--- src/rtl/id_stage_pkg.sv ---
// Shared RV32I decode definitions: widths, opcodes, internal ALU op codes
// and the ID/EX bundle layout used by the decode stage.
package id_stage_pkg;

    localparam int XLEN    = 32;
    localparam int ALUOP_W = 5;
    localparam int REG_AW  = 5;

    localparam logic [6:0] OPC_LOAD     = 7'b0000011;
    localparam logic [6:0] OPC_MISC_MEM = 7'b0001111;
    localparam logic [6:0] OPC_OP_IMM   = 7'b0010011;
    localparam logic [6:0] OPC_AUIPC    = 7'b0010111;
    localparam logic [6:0] OPC_STORE    = 7'b0100011;
    localparam logic [6:0] OPC_OP       = 7'b0110011;
    localparam logic [6:0] OPC_LUI      = 7'b0110111;
    localparam logic [6:0] OPC_BRANCH   = 7'b1100011;
    localparam logic [6:0] OPC_JALR     = 7'b1100111;
    localparam logic [6:0] OPC_JAL      = 7'b1101111;
    localparam logic [6:0] OPC_SYSTEM   = 7'b1110011;

    typedef enum logic [ALUOP_W-1:0] {
        ALU_NOP = 5'd0,
        ALU_ADD, ALU_SUB, ALU_SLL, ALU_SLT, ALU_SLTU,
        ALU_XOR, ALU_SRL, ALU_SRA, ALU_OR,  ALU_AND,
        ALU_BEQ, ALU_BNE, ALU_BLT, ALU_BGE, ALU_BLTU, ALU_BGEU,
        ALU_JAL, ALU_JALR,
        ALU_LB,  ALU_LH,  ALU_LW,  ALU_LBU, ALU_LHU,
        ALU_SB,  ALU_SH,  ALU_SW
    } aluop_e;

    typedef enum logic [2:0] {
        IMM_NONE, IMM_I, IMM_S, IMM_B, IMM_U, IMM_J
    } imm_fmt_e;

    typedef enum logic [1:0] {
        OP1_ZERO, OP1_RS1, OP1_PC
    } op1_sel_e;

    typedef struct packed {
        logic                valid;
        logic [XLEN-1:0]     pc;
        logic [ALUOP_W-1:0]  aluop;
        logic [XLEN-1:0]     op1;
        logic [XLEN-1:0]     op2;
        logic [XLEN-1:0]     rs2val;
        logic [XLEN-1:0]     imm;
        logic                we;
        logic [REG_AW-1:0]   waddr;
        logic                illegal;
    } id_ex_t;

    function automatic imm_fmt_e imm_fmt(input logic [6:0] opcode);
        case (opcode)
            OPC_LOAD, OPC_OP_IMM, OPC_JALR: imm_fmt = IMM_I;
            OPC_STORE:                      imm_fmt = IMM_S;
            OPC_BRANCH:                     imm_fmt = IMM_B;
            OPC_LUI, OPC_AUIPC:             imm_fmt = IMM_U;
            OPC_JAL:                        imm_fmt = IMM_J;
            default:                        imm_fmt = IMM_NONE;
        endcase
    endfunction

    // alt selects SUB/SRA; OP-IMM callers must only pass it for shifts.
    function automatic aluop_e alu_from_f3(input logic [2:0] f3, input logic alt);
        case (f3)
            3'b000:  alu_from_f3 = alt ? ALU_SUB : ALU_ADD;
            3'b001:  alu_from_f3 = ALU_SLL;
            3'b010:  alu_from_f3 = ALU_SLT;
            3'b011:  alu_from_f3 = ALU_SLTU;
            3'b100:  alu_from_f3 = ALU_XOR;
            3'b101:  alu_from_f3 = alt ? ALU_SRA : ALU_SRL;
            3'b110:  alu_from_f3 = ALU_OR;
            default: alu_from_f3 = ALU_AND;
        endcase
    endfunction

endpackage

--- src/rtl/id_stage_if.sv ---
// ID/EX handoff: the registered decode bundle towards EX and EX's accept signal.
interface id_stage_if;

    logic                                ex_ready;
    logic                                id_valid;
    logic [id_stage_pkg::XLEN-1:0]       id_pc;
    logic [id_stage_pkg::ALUOP_W-1:0]    id_aluop;
    logic [id_stage_pkg::XLEN-1:0]       id_op1;
    logic [id_stage_pkg::XLEN-1:0]       id_op2;
    logic [id_stage_pkg::XLEN-1:0]       id_rs2val;
    logic [id_stage_pkg::XLEN-1:0]       id_imm;
    logic                                id_we;
    logic [id_stage_pkg::REG_AW-1:0]     id_waddr;
    logic                                id_illegal;

    modport master (
        input  ex_ready,
        output id_valid, id_pc, id_aluop, id_op1, id_op2, id_rs2val,
               id_imm, id_we, id_waddr, id_illegal
    );

    modport slave (
        output ex_ready,
        input  id_valid, id_pc, id_aluop, id_op1, id_op2, id_rs2val,
               id_imm, id_we, id_waddr, id_illegal
    );

endinterface

--- src/rtl/id_stage_imm_gen.sv ---
// Combinational RV32I immediate extraction; the format is chosen from the opcode.
module id_stage_imm_gen
    import id_stage_pkg::*;
(
    input  logic [XLEN-1:0] inst,
    output logic [XLEN-1:0] imm
);

    always_comb begin
        imm = '0;
        case (imm_fmt(inst[6:0]))
            IMM_I: imm = {{20{inst[31]}}, inst[31:20]};
            IMM_S: imm = {{20{inst[31]}}, inst[31:25], inst[11:7]};
            IMM_B: imm = {{19{inst[31]}}, inst[31], inst[7], inst[30:25], inst[11:8], 1'b0};
            IMM_U: imm = {inst[31:12], 12'b0};
            IMM_J: imm = {{11{inst[31]}}, inst[31], inst[19:12], inst[20], inst[30:21], 1'b0};
            default: imm = '0;
        endcase
    end

endmodule

--- src/rtl/id_stage.sv ---
// RV32I decode stage: decode, EX/MEM operand forwarding, load-use detection
// and the ID/EX pipeline register.
module id_stage
    import id_stage_pkg::*;
(
    input  logic              clk,
    input  logic              rst,
    input  logic              rdy,
    input  logic              if_valid,
    input  logic [XLEN-1:0]   if_pc,
    input  logic [XLEN-1:0]   if_inst,
    output logic              re1,
    output logic              re2,
    output logic [REG_AW-1:0] raddr1,
    output logic [REG_AW-1:0] raddr2,
    input  logic [XLEN-1:0]   rdata1,
    input  logic [XLEN-1:0]   rdata2,
    input  logic              ex_we,
    input  logic [REG_AW-1:0] ex_waddr,
    input  logic [XLEN-1:0]   ex_wdata,
    input  logic              ex_is_load,
    input  logic              mem_we,
    input  logic [REG_AW-1:0] mem_waddr,
    input  logic [XLEN-1:0]   mem_wdata,
    input  logic              flush,
    output logic              stall_req,
    id_stage_if.master        idex
);

    logic [6:0]        opcode;
    logic [2:0]        funct3;
    logic [REG_AW-1:0] rs1, rs2, rd;
    logic [XLEN-1:0]   imm;
    op1_sel_e          op1_sel;
    logic              op2_imm;
    logic              rd_wr;
    logic              illegal;
    aluop_e            aluop;
    logic              load_use;
    id_ex_t            dec, bundle_d, bundle_q;

    assign opcode = if_inst[6:0];
    assign funct3 = if_inst[14:12];
    assign rd     = if_inst[11:7];
    assign rs1    = if_inst[19:15];
    assign rs2    = if_inst[24:20];
    assign raddr1 = rs1;
    assign raddr2 = rs2;

    id_stage_imm_gen u_imm_gen (
        .inst (if_inst),
        .imm  (imm)
    );

    always_comb begin
        re1     = 1'b0;
        re2     = 1'b0;
        op1_sel = OP1_RS1;
        op2_imm = 1'b1;
        rd_wr   = 1'b0;
        illegal = 1'b0;
        aluop   = ALU_NOP;
        unique case (opcode)
            OPC_LUI:   begin op1_sel = OP1_ZERO; aluop = ALU_ADD; rd_wr = 1'b1; end
            OPC_AUIPC: begin op1_sel = OP1_PC;   aluop = ALU_ADD; rd_wr = 1'b1; end
            OPC_JAL:   begin op1_sel = OP1_PC;   aluop = ALU_JAL; rd_wr = 1'b1; end
            OPC_JALR:  begin re1 = 1'b1; aluop = ALU_JALR; rd_wr = 1'b1; end
            OPC_BRANCH: begin
                re1 = 1'b1; re2 = 1'b1; op2_imm = 1'b0;
                case (funct3)
                    3'b000:  aluop = ALU_BEQ;
                    3'b001:  aluop = ALU_BNE;
                    3'b100:  aluop = ALU_BLT;
                    3'b101:  aluop = ALU_BGE;
                    3'b110:  aluop = ALU_BLTU;
                    3'b111:  aluop = ALU_BGEU;
                    default: aluop = ALU_NOP;
                endcase
            end
            OPC_LOAD: begin
                re1 = 1'b1; rd_wr = 1'b1;
                case (funct3)
                    3'b000:  aluop = ALU_LB;
                    3'b001:  aluop = ALU_LH;
                    3'b010:  aluop = ALU_LW;
                    3'b100:  aluop = ALU_LBU;
                    3'b101:  aluop = ALU_LHU;
                    default: aluop = ALU_NOP;
                endcase
            end
            OPC_STORE: begin
                re1 = 1'b1; re2 = 1'b1;
                case (funct3)
                    3'b000:  aluop = ALU_SB;
                    3'b001:  aluop = ALU_SH;
                    3'b010:  aluop = ALU_SW;
                    default: aluop = ALU_NOP;
                endcase
            end
            // inst[30] is part of the immediate for ADDI, so it only matters for shifts.
            OPC_OP_IMM: begin
                re1 = 1'b1; rd_wr = 1'b1;
                aluop = alu_from_f3(funct3, if_inst[30] & (funct3 == 3'b101));
            end
            OPC_OP: begin
                re1 = 1'b1; re2 = 1'b1; op2_imm = 1'b0; rd_wr = 1'b1;
                aluop = alu_from_f3(funct3, if_inst[30]);
            end
            OPC_MISC_MEM, OPC_SYSTEM: aluop = ALU_NOP;
            default: illegal = 1'b1;
        endcase
    end

    // Per-port forwarding: x0 is hard zero, EX beats MEM, the regfile covers WB.
    logic [REG_AW-1:0] rs_addr  [2];
    logic [XLEN-1:0]   rs_rdata [2];
    logic [XLEN-1:0]   fwd_val  [2];

    assign rs_addr[0]  = rs1;
    assign rs_addr[1]  = rs2;
    assign rs_rdata[0] = rdata1;
    assign rs_rdata[1] = rdata2;

    generate
        for (genvar gi = 0; gi < 2; gi++) begin : g_fwd
            assign fwd_val[gi] =
                (rs_addr[gi] == '0)                                   ? '0        :
                (ex_we && !ex_is_load && (ex_waddr == rs_addr[gi]))   ? ex_wdata  :
                (mem_we && (mem_waddr == rs_addr[gi]))                ? mem_wdata :
                                                                        rs_rdata[gi];
        end
    endgenerate

    assign load_use = if_valid && ex_we && ex_is_load && (ex_waddr != '0) &&
                      ((re1 && (ex_waddr == rs1)) || (re2 && (ex_waddr == rs2)));

    assign stall_req = !rdy || (!flush && (load_use || !idex.ex_ready));

    always_comb begin
        dec         = '0;
        dec.valid   = 1'b1;
        dec.pc      = if_pc;
        dec.aluop   = aluop;
        case (op1_sel)
            OP1_RS1: dec.op1 = fwd_val[0];
            OP1_PC:  dec.op1 = if_pc;
            default: dec.op1 = '0;
        endcase
        dec.op2     = op2_imm ? imm : fwd_val[1];
        dec.rs2val  = re2 ? fwd_val[1] : '0;
        dec.imm     = imm;
        dec.we      = rd_wr && (rd != '0) && !illegal;
        dec.waddr   = rd;
        dec.illegal = illegal;
    end

    // flush overrides a stalled EX: the wrong-path bundle must never reach it.
    always_comb begin
        bundle_d = bundle_q;
        if (rdy) begin
            if (flush)
                bundle_d = '0;
            else if (!idex.ex_ready)
                bundle_d = bundle_q;
            else if (load_use || !if_valid)
                bundle_d = '0;
            else
                bundle_d = dec;
        end
    end

    always_ff @(posedge clk or negedge rst) begin
        if (!rst)
            bundle_q <= '0;
        else
            bundle_q <= bundle_d;
    end

    assign idex.id_valid   = bundle_q.valid;
    assign idex.id_pc      = bundle_q.pc;
    assign idex.id_aluop   = bundle_q.aluop;
    assign idex.id_op1     = bundle_q.op1;
    assign idex.id_op2     = bundle_q.op2;
    assign idex.id_rs2val  = bundle_q.rs2val;
    assign idex.id_imm     = bundle_q.imm;
    assign idex.id_we      = bundle_q.we;
    assign idex.id_waddr   = bundle_q.waddr;
    assign idex.id_illegal = bundle_q.illegal;

endmodule

--- src/flat_wrapper.sv ---
// flat-port wrapper written by rule: the top's interface ports become plain ports
module id_stage_flat import id_stage_pkg::*;
  (clk, rst, rdy, if_valid, if_pc, if_inst, re1, re2, raddr1, raddr2, rdata1, rdata2, ex_we, ex_waddr, ex_wdata, ex_is_load, mem_we, mem_waddr, mem_wdata, flush, stall_req, idex_ex_ready, idex_id_valid, idex_id_pc, idex_id_aluop, idex_id_op1, idex_id_op2, idex_id_rs2val, idex_id_imm, idex_id_we, idex_id_waddr, idex_id_illegal);
  id_stage_if idex_i ();
  input  logic clk;
  input  logic rst;
  input  logic rdy;
  input  logic if_valid;
  input  logic [XLEN-1:0] if_pc;
  input  logic [XLEN-1:0] if_inst;
  output logic re1;
  output logic re2;
  output logic [REG_AW-1:0] raddr1;
  output logic [REG_AW-1:0] raddr2;
  input  logic [XLEN-1:0] rdata1;
  input  logic [XLEN-1:0] rdata2;
  input  logic ex_we;
  input  logic [REG_AW-1:0] ex_waddr;
  input  logic [XLEN-1:0] ex_wdata;
  input  logic ex_is_load;
  input  logic mem_we;
  input  logic [REG_AW-1:0] mem_waddr;
  input  logic [XLEN-1:0] mem_wdata;
  input  logic flush;
  output logic stall_req;
  input wire logic [$bits(idex_i.ex_ready)-1:0] idex_ex_ready;
  output wire logic [$bits(idex_i.id_valid)-1:0] idex_id_valid;
  output wire logic [$bits(idex_i.id_pc)-1:0] idex_id_pc;
  output wire logic [$bits(idex_i.id_aluop)-1:0] idex_id_aluop;
  output wire logic [$bits(idex_i.id_op1)-1:0] idex_id_op1;
  output wire logic [$bits(idex_i.id_op2)-1:0] idex_id_op2;
  output wire logic [$bits(idex_i.id_rs2val)-1:0] idex_id_rs2val;
  output wire logic [$bits(idex_i.id_imm)-1:0] idex_id_imm;
  output wire logic [$bits(idex_i.id_we)-1:0] idex_id_we;
  output wire logic [$bits(idex_i.id_waddr)-1:0] idex_id_waddr;
  output wire logic [$bits(idex_i.id_illegal)-1:0] idex_id_illegal;
  assign idex_i.ex_ready = idex_ex_ready;
  assign idex_id_valid = idex_i.id_valid;
  assign idex_id_pc = idex_i.id_pc;
  assign idex_id_aluop = idex_i.id_aluop;
  assign idex_id_op1 = idex_i.id_op1;
  assign idex_id_op2 = idex_i.id_op2;
  assign idex_id_rs2val = idex_i.id_rs2val;
  assign idex_id_imm = idex_i.id_imm;
  assign idex_id_we = idex_i.id_we;
  assign idex_id_waddr = idex_i.id_waddr;
  assign idex_id_illegal = idex_i.id_illegal;
  id_stage u_core (.clk(clk), .rst(rst), .rdy(rdy), .if_valid(if_valid), .if_pc(if_pc), .if_inst(if_inst), .re1(re1), .re2(re2), .raddr1(raddr1), .raddr2(raddr2), .rdata1(rdata1), .rdata2(rdata2), .ex_we(ex_we), .ex_waddr(ex_waddr), .ex_wdata(ex_wdata), .ex_is_load(ex_is_load), .mem_we(mem_we), .mem_waddr(mem_waddr), .mem_wdata(mem_wdata), .flush(flush), .stall_req(stall_req), .idex(idex_i));
endmodule
--- config.mk ---
export PLATFORM = sky130hd
export DESIGN_NAME = id_stage_flat
export DESIGN_NICKNAME = d
export VERILOG_FILES = /design/src/rtl/id_stage_pkg.sv /design/src/rtl/id_stage_if.sv /design/src/rtl/id_stage_imm_gen.sv /design/src/rtl/id_stage.sv /design/src/flat_wrapper.sv
export SDC_FILE = /design/constraint.sdc
export NUM_CORES = 1
export LEC_CHECK = 0
export ABC_AREA = 1
export BUFFER_PORTS_ARGS = -buffer_cell sky130_fd_sc_hd__buf_2
export CAP_MARGIN = 20
export CORE_MARGIN = 1
export CORE_UTILIZATION = 36
export CTS_CLUSTER_DIAMETER = 80
export DETAILED_ROUTE_END_ITERATION = 8
export HOLD_SLACK_MARGIN = 0.06
export SLEW_MARGIN = 20
export SYNTH_ARGS = -nofsm -noshare
export SYNTH_HDL_FRONTEND = slang
export SYNTH_SLANG_ARGS = --single-unit
--- constraint.sdc ---
create_clock -name clk -period 2.4 [get_ports clk]
set_clock_uncertainty 0.05 [all_clocks]
set_input_delay 0.48 -clock clk [delete_from_list [all_inputs] [get_ports clk]]
set_output_delay 0.48 -clock clk [all_outputs]
set_load 0.05 [all_outputs]
[Word level (Yosys, flattened, before mapping)]
Cells that the tools add are included.
Operators by class
  add/subtract/negate cells: 0
  multiply operators: 0
  div/mod/pow operators: 0
  $lt $le $gt $ge: 0
  equal/unequal tests: 29
  shift operators: 0
  muxes and demuxes: 29
  bitwise gates (word level): 1
  reductions and logical operators: 38
Operators by type and width (number)
  173-bit two-way mux: 3
  32-bit two-way mux: 8
  32-bit case mux with 5 select lines: 1
  5-bit case mux with 7 select lines: 2
  32-bit case mux with 2 select lines: 1
  5-bit case mux with 8 select lines: 1
  5-bit case mux with 6 select lines: 1
  7-bit == test (second input constant): 4
  5-bit case mux with 5 select lines: 1
  7-bit by 6-bit == test with 1-bit output (second input constant): 3
  5-bit == test: 4
  3-bit == test (second input constant): 6
  3-bit case mux with 5 select lines: 1
  5-bit case mux with 3 select lines: 1
  7-bit by 5-bit == test with 1-bit output (second input constant): 2
  1-bit logical AND: 14
  3-bit by 2-bit == test with 1-bit output (second input constant): 4
  11-bit OR reduction: 1
  5-bit logical NOT: 2
  5-bit nonzero test: 2
  4-bit two-way mux: 2
  7-bit by 2-bit == test with 1-bit output (second input constant): 1
  7-bit by 4-bit == test with 1-bit output (second input constant): 1
  7-bit OR reduction: 1
  15 further kinds: 30
Storage, ports and cells
  bits in registers: 173
  bits in latches: 0
  RAM bits: 0
  ROM bits: 0
  bits of input ports: 211
  output and inout bits: 186
  logic and storage cells: 107
  memories kept: 0

[Logic depth before layout (Yosys ltp)]
  depth in word-level cells: 10
  mapped depth: 16
  mapped depth without buffers: 15

[Hierarchy]
A second synthesis with hierarchy kept.
Unflattened totals
  cell total of the unflattened synthesis: 1878
  area total of the unflattened synthesis: 11529.8 µm²
Modules (own cells, without submodules)
  id_stage: instances 1, cells an instance 1716, area an instance 10790.3 µm², seq. area each 4329.2 µm²
  id_stage_imm_gen: instances 1, cells an instance 162, area an instance 739.5 µm², seq. area each 0.0 µm²

[Worst setup path after synthesis]
Ideal clock, no wire load.
  kind: in2out
  start point: input if_inst[1]
  end point: output stall_req
  arrival: 2.733 ns
  data required time: 1.870 ns
  setup slack: -0.863 ns
  cell stages on the path: 11
  path buffers: 1
  path through: nand2_1 -> inv_1 -> nand2_2 -> nor2_4 -> nand2_2 -> nand2_4 -> nand2_1 -> o21ai_2 -> nand2_4 -> clkbuf_1 -> o21ai_0
Between the ends
  cells in the longest elaborated chain, start to end: 9
  elaborated cells on any way between the ends: 17
  classes of those cells: 6 x eq/ne; 2 x mux; 9 x reduce/logical
RTL lines
  start, declared: line flat_wrapper.sv:10  | input logic [XLEN-1:0] if_inst;
  7-bit == test / 7-bit by 6-bit == test with 1-bit output (equally long branches): line id_stage.sv:63  | unique case (opcode)
  3-bit OR reduction (no source line) (*)
  1-bit two-way mux (*): line id_stage.sv:63
  named net re2: line flat_wrapper.sv:12  | output logic re2;
  1-bit logical AND (*): line id_stage.sv:135  | ((re1 && (ex_waddr == rs1)) || (re2 && (ex_waddr == rs2)));
  1-bit logical OR (*): line id_stage.sv:135
  1-bit logical AND (*): line id_stage.sv:134  | assign load_use = if_valid && ex_we && ex_is_load && (ex_waddr != '0) &&
  1-bit logical OR (*): line id_stage.sv:137  | assign stall_req = !rdy || (!flush && (load_use || !idex.ex_ready));
  1-bit logical AND (*): line id_stage.sv:137
  1-bit logical OR (*): line id_stage.sv:137
  end, declared: line flat_wrapper.sv:25  | output logic stall_req;
The timed path passes the listed nets; every way through them passes the cells marked *.

[Final worst setup path]
  start point: input if_inst[3]
  end point: output stall_req
Between the ends
  cells in the longest elaborated chain, start to end: 9
  elaborated cells on any way between the ends: 17
  classes of those cells: 6 x eq/ne; 2 x mux; 9 x reduce/logical
RTL lines (line)
  7-bit == test, or another cell as far along: id_stage.sv:63
  6-bit OR reduction (no source line) / 3-bit OR reduction (equally long branches)
  1-bit two-way mux: id_stage.sv:63
  1-bit logical AND: id_stage.sv:135
  1-bit logical OR (*): id_stage.sv:135
  1-bit logical AND (*): id_stage.sv:134
  1-bit logical OR (*): id_stage.sv:137
  1-bit logical AND (*): id_stage.sv:137
  1-bit logical OR (*): id_stage.sv:137
Every way passes the cells marked *; elsewhere a longest branch is shown, timed or not.

==> reports/results.ini <==
[worst_setup_path]
crit_path_cell_trace=buf_2, nor2_2, nand2_4, nor2_4, nand2_4, nand2_8, nand2_1, o21ai_2, nand2_4, o21ai_4, buf_4
crit_path_end=stall_req
max_stage_delay_ns=0.20
cp-startpoint=if_inst[3]
worstPathArrival_ns=1.79
critPathMostFrequentCell=nand2_4
end_kind=output port
r2r_cells=2
r2r_end=u_core.idex.id_rs2val[7]$_DFFE_PN0P_
r2r_slack_ns=1.63
reg2reg_from=u_core.idex.id_rs2val[7]$_DFFE_PN0P_
startpoint_type=input port
crit_path_top_delay_cell=buf_4
crit_fanout=4
required_ns=1.87
worstSetupPathType=in2out

[placed_design]
portBuffers=396
hpwl_mm=35.55
gp_congestion=0.9124

[logic_synthesis]
synth_nets=1735
synth_area_um2=10490
ys_async_sr_fraction_pct=100.0
synth_edf_count=0
synthFlopType=dfrtp_1
synth_warnings=0
syn_area_per_cell_um2=6.884
synth_seq_cells=173
ys_seq_area_share_pct=41.29
syn_inst=1523
netlist-cell-type-count=37

[routing]
routedWlPerCell_um=20.52
viasPerCell=5.331
wirelength_mm=47.35
ant_nets=0
drtIter0Drc=1096
via_count=12298
drtPass1Iterations=6
drcViolationCount=0

[outcome]
status=finished, final reports clean

[global_route]
antenna_found_initial=3
grt_usage_pct=31.05
grt_pass1_vias=11583
grt_pass1_wl_mm=71.19
grt_max_degree=174
grt-ovfl-total=0

[clocking]
clock_tree.root_cell=clkbuf_16
htree_levels=4
cts_buffer_depth=2
cts.sinks=173
numCtsBuffers=17
clk_latency_ns=0.44
cts_setup_buffers=0
cts_tree=built
clk_pin_slew_ns=0.09

[power]
ir_drop_v=0.0004197
p_clk_share_pct=38.6
p_leak_nw=8.097
power.density_nw_per_um2=540.7
comb_power_share_pct=21.1
power_switching_mw=2.709
seqPwrFrac_pct=40.3
swShare_pct=35.76
internal_power_mw=4.867

[min_path]
min_path_cells=3
hold_class=in2reg

[timing]
slew_headroom_pct=45.70
hold_viol=0
rsz0062_at_grt=no
fin_crit_ns=2.316
drv_slew=0
worstMarginPinSlew_ns=0.8145
tns_ns=0
setup_viol=0
whs_ns=0.1976
final.period_utilization_pct=96.49
fmax_mhz=431.8

[job]
max_cap_violations=0

[layout]
area_growth_pct=33.65
drive_gt1_share_pct=30.54
nets=2118
fill_cells=2963

[floorplan]
dieArea_um2=29810
die_w_um=172.7
start_util_pct=36.53
rows=62
pin_count=397
fp.dieH_um=172.7
core_area_um2=28700

## repair_timing
item	CTS	global route
setup endpoints to repair	0	1
hold buffers	1	0
endpoints found under the hold margin	48	0
gates resized for setup	0	2
## synthesized netlist by cell type (4+ instances only)
library cell	count	area [um^2]
xnor2_1	7	61.31
buf_6	8	90.09
buf_4	10	75.07
buf_2	12	60.06
nand3_2	7	70.07
clkbuf_1	85	319.1
nand2_2	21	131.4
or2_2	14	87.58
nor2_1	108	405.4
nand4_1	105	656.9
nand2_1	605	2271
nand3b_1	17	127.6
nand3_1	158	790.8
a21oi_1	16	80.08
inv_1	45	168.9
o21ai_0	101	505.5
dfrtp_1	173	4329
nor2_4	4	45.04
## metal layers
metal	part of all wire (%)	vias up	wire, um	global-route usage [%]
li1	-	5757	-	-
met1	44	5923	21010	42.74
met2	47	567	22140	50.47
met3	6.8	51	3228	5.013
met4	2.1	0	973	8.555
met5	0	-	0	0
## state kept, by name, indices dropped and copies added, names as in the netlist
signal / count
u_core.idex.id_we: 1
u_core.idex.id_op1: 32
u_core.idex.id_illegal: 1
u_core.idex.id_waddr: 5
u_core.idex.id_imm: 32
u_core.idex.id_aluop: 5
u_core.idex.id_valid: 1
u_core.idex.id_op2: 32
u_core.idex.id_pc: 32
u_core.idex.id_rs2val: 32
## cell usage in the layout, fill, tap and decap left out, types with 2 or more instances in the layout
| cell | synthesis | layout |
|---|---|---|
| clkinv_8 | 0 | 4 |
| inv_8 | 0 | 5 |
| o21ai_0 | 101 | 99 |
| clkinv_1 | 3 | 3 |
| inv_6 | 0 | 2 |
| buf_4 | 10 | 61 |
| clkinvlp_4 | 0 | 2 |
| nor3_1 | 2 | 2 |
| buf_12 | 0 | 23 |
| clkbuf_16 | 0 | 17 |
| nor4_1 | 2 | 2 |
| nor2_4 | 4 | 6 |
| nand2_1 | 605 | 602 |
| diode_2 | 0 | 4 |
| nor2_2 | 1 | 8 |
| inv_1 | 45 | 42 |
| buf_2 | 12 | 394 |
| or2_2 | 14 | 14 |
| xnor2_1 | 7 | 7 |
| a21oi_1 | 16 | 15 |
| nand2_2 | 21 | 22 |
| o21ai_4 | 0 | 2 |
| dfrtp_1 | 173 | 173 |
| nor2_1 | 108 | 99 |
| nand3_2 | 7 | 8 |
| nand2_4 | 3 | 4 |
| inv_2 | 2 | 4 |
| nand3_1 | 158 | 157 |
| nand4_1 | 105 | 105 |
| nand3b_1 | 17 | 17 |
| inv_4 | 2 | 3 |
## critical path, delay by kind of cell
family / cells / cell delay [ns]
and+or+nand+nor: 7 / 0.74
buffers and inverters: 2 / 0.32
AOI/OAI and AO/OA: 2 / 0.23
## cell families (layout without fill, tap and decap cells)
| logic type | count (synthesis) | count (layout) | share of synthesized area, % |
|---|---|---|---|
| xor gates and xnor gates | 8 | 8 | 0.6683 |
| AOI/OAI and AO/OA | 125 | 125 | 6.158 |
| buffers and inverters | 168 | 564 | 7.243 |
| DFF | 173 | 173 | 41.29 |
| adders and majority gates | 1 | 1 | 0.1193 |
| other | 0 | 4 | 0 |
| and+or+nand+nor | 1048 | 1048 | 44.52 |
## area by class of cell
type                       instances  area, um^2  area share (%)
multi-input combinational       1182        5487           39.15
sequential                       173        4329           30.89
timing repair buffer             480        2912           20.78
tap                              384       480.5           3.429
clock buffer                      17       425.4           3.036
inverter                          52       202.7           1.446
clock inverter                    15       167.7           1.196
antenna                            4       10.01         0.07143
## worst min-delay path by stage
| stage | startpoint | end |
|---|---|---|
| floorplan | rst | u_core.idex.id_aluop[0]$_DFFE_PN0P_ |
| global placement | u_core.idex.id_imm[11]$_DFFE_PN0P_ | u_core.idex.id_imm[11]$_DFFE_PN0P_ |
| detailed placement | u_core.idex.id_pc[9]$_DFFE_PN0P_ | u_core.idex.id_pc[9]$_DFFE_PN0P_ |
| CTS | if_pc[18] | u_core.idex.id_pc[18]$_DFFE_PN0P_ |
| global route | if_pc[6] | u_core.idex.id_pc[6]$_DFFE_PN0P_ |
| finish | if_pc[18] | u_core.idex.id_pc[18]$_DFFE_PN0P_ |
## power groups by stage
stage	sequential, mW	combinational (mW)	clock (mW)
floorplan	3.43	0.563	0
detailed placement	3.11	1.59	0
global route	3.06	1.70	3.06
CTS	3.05	1.60	2.95
finish	3.05	1.60	2.92
global placement	3.11	1.59	0
## through the flow
| stage | cell area, um^2 | std cells | util [%] | worst slack, ns | power [mW] |
|---|---|---|---|---|---|
| finish | 14010 | 2307 | 48.82 | 0.08432 | 7.577 |
| global route | 14010 | 2306 | 48.81 | 0.004084 | 7.824 |
| CTS | 14000 | 2303 | 48.78 | 0.02394 | 7.603 |
| detailed placement | 13400 | 2270 | 46.68 | -0.05950 | 4.699 |
| global placement | 13400 | 2270 | 46.68 | -0.05706 | 4.694 |
| floorplan | 10570 | 1523 | - | -0.01073 | 3.992 |
Note: power is estimated with default switching activity, not from simulation.
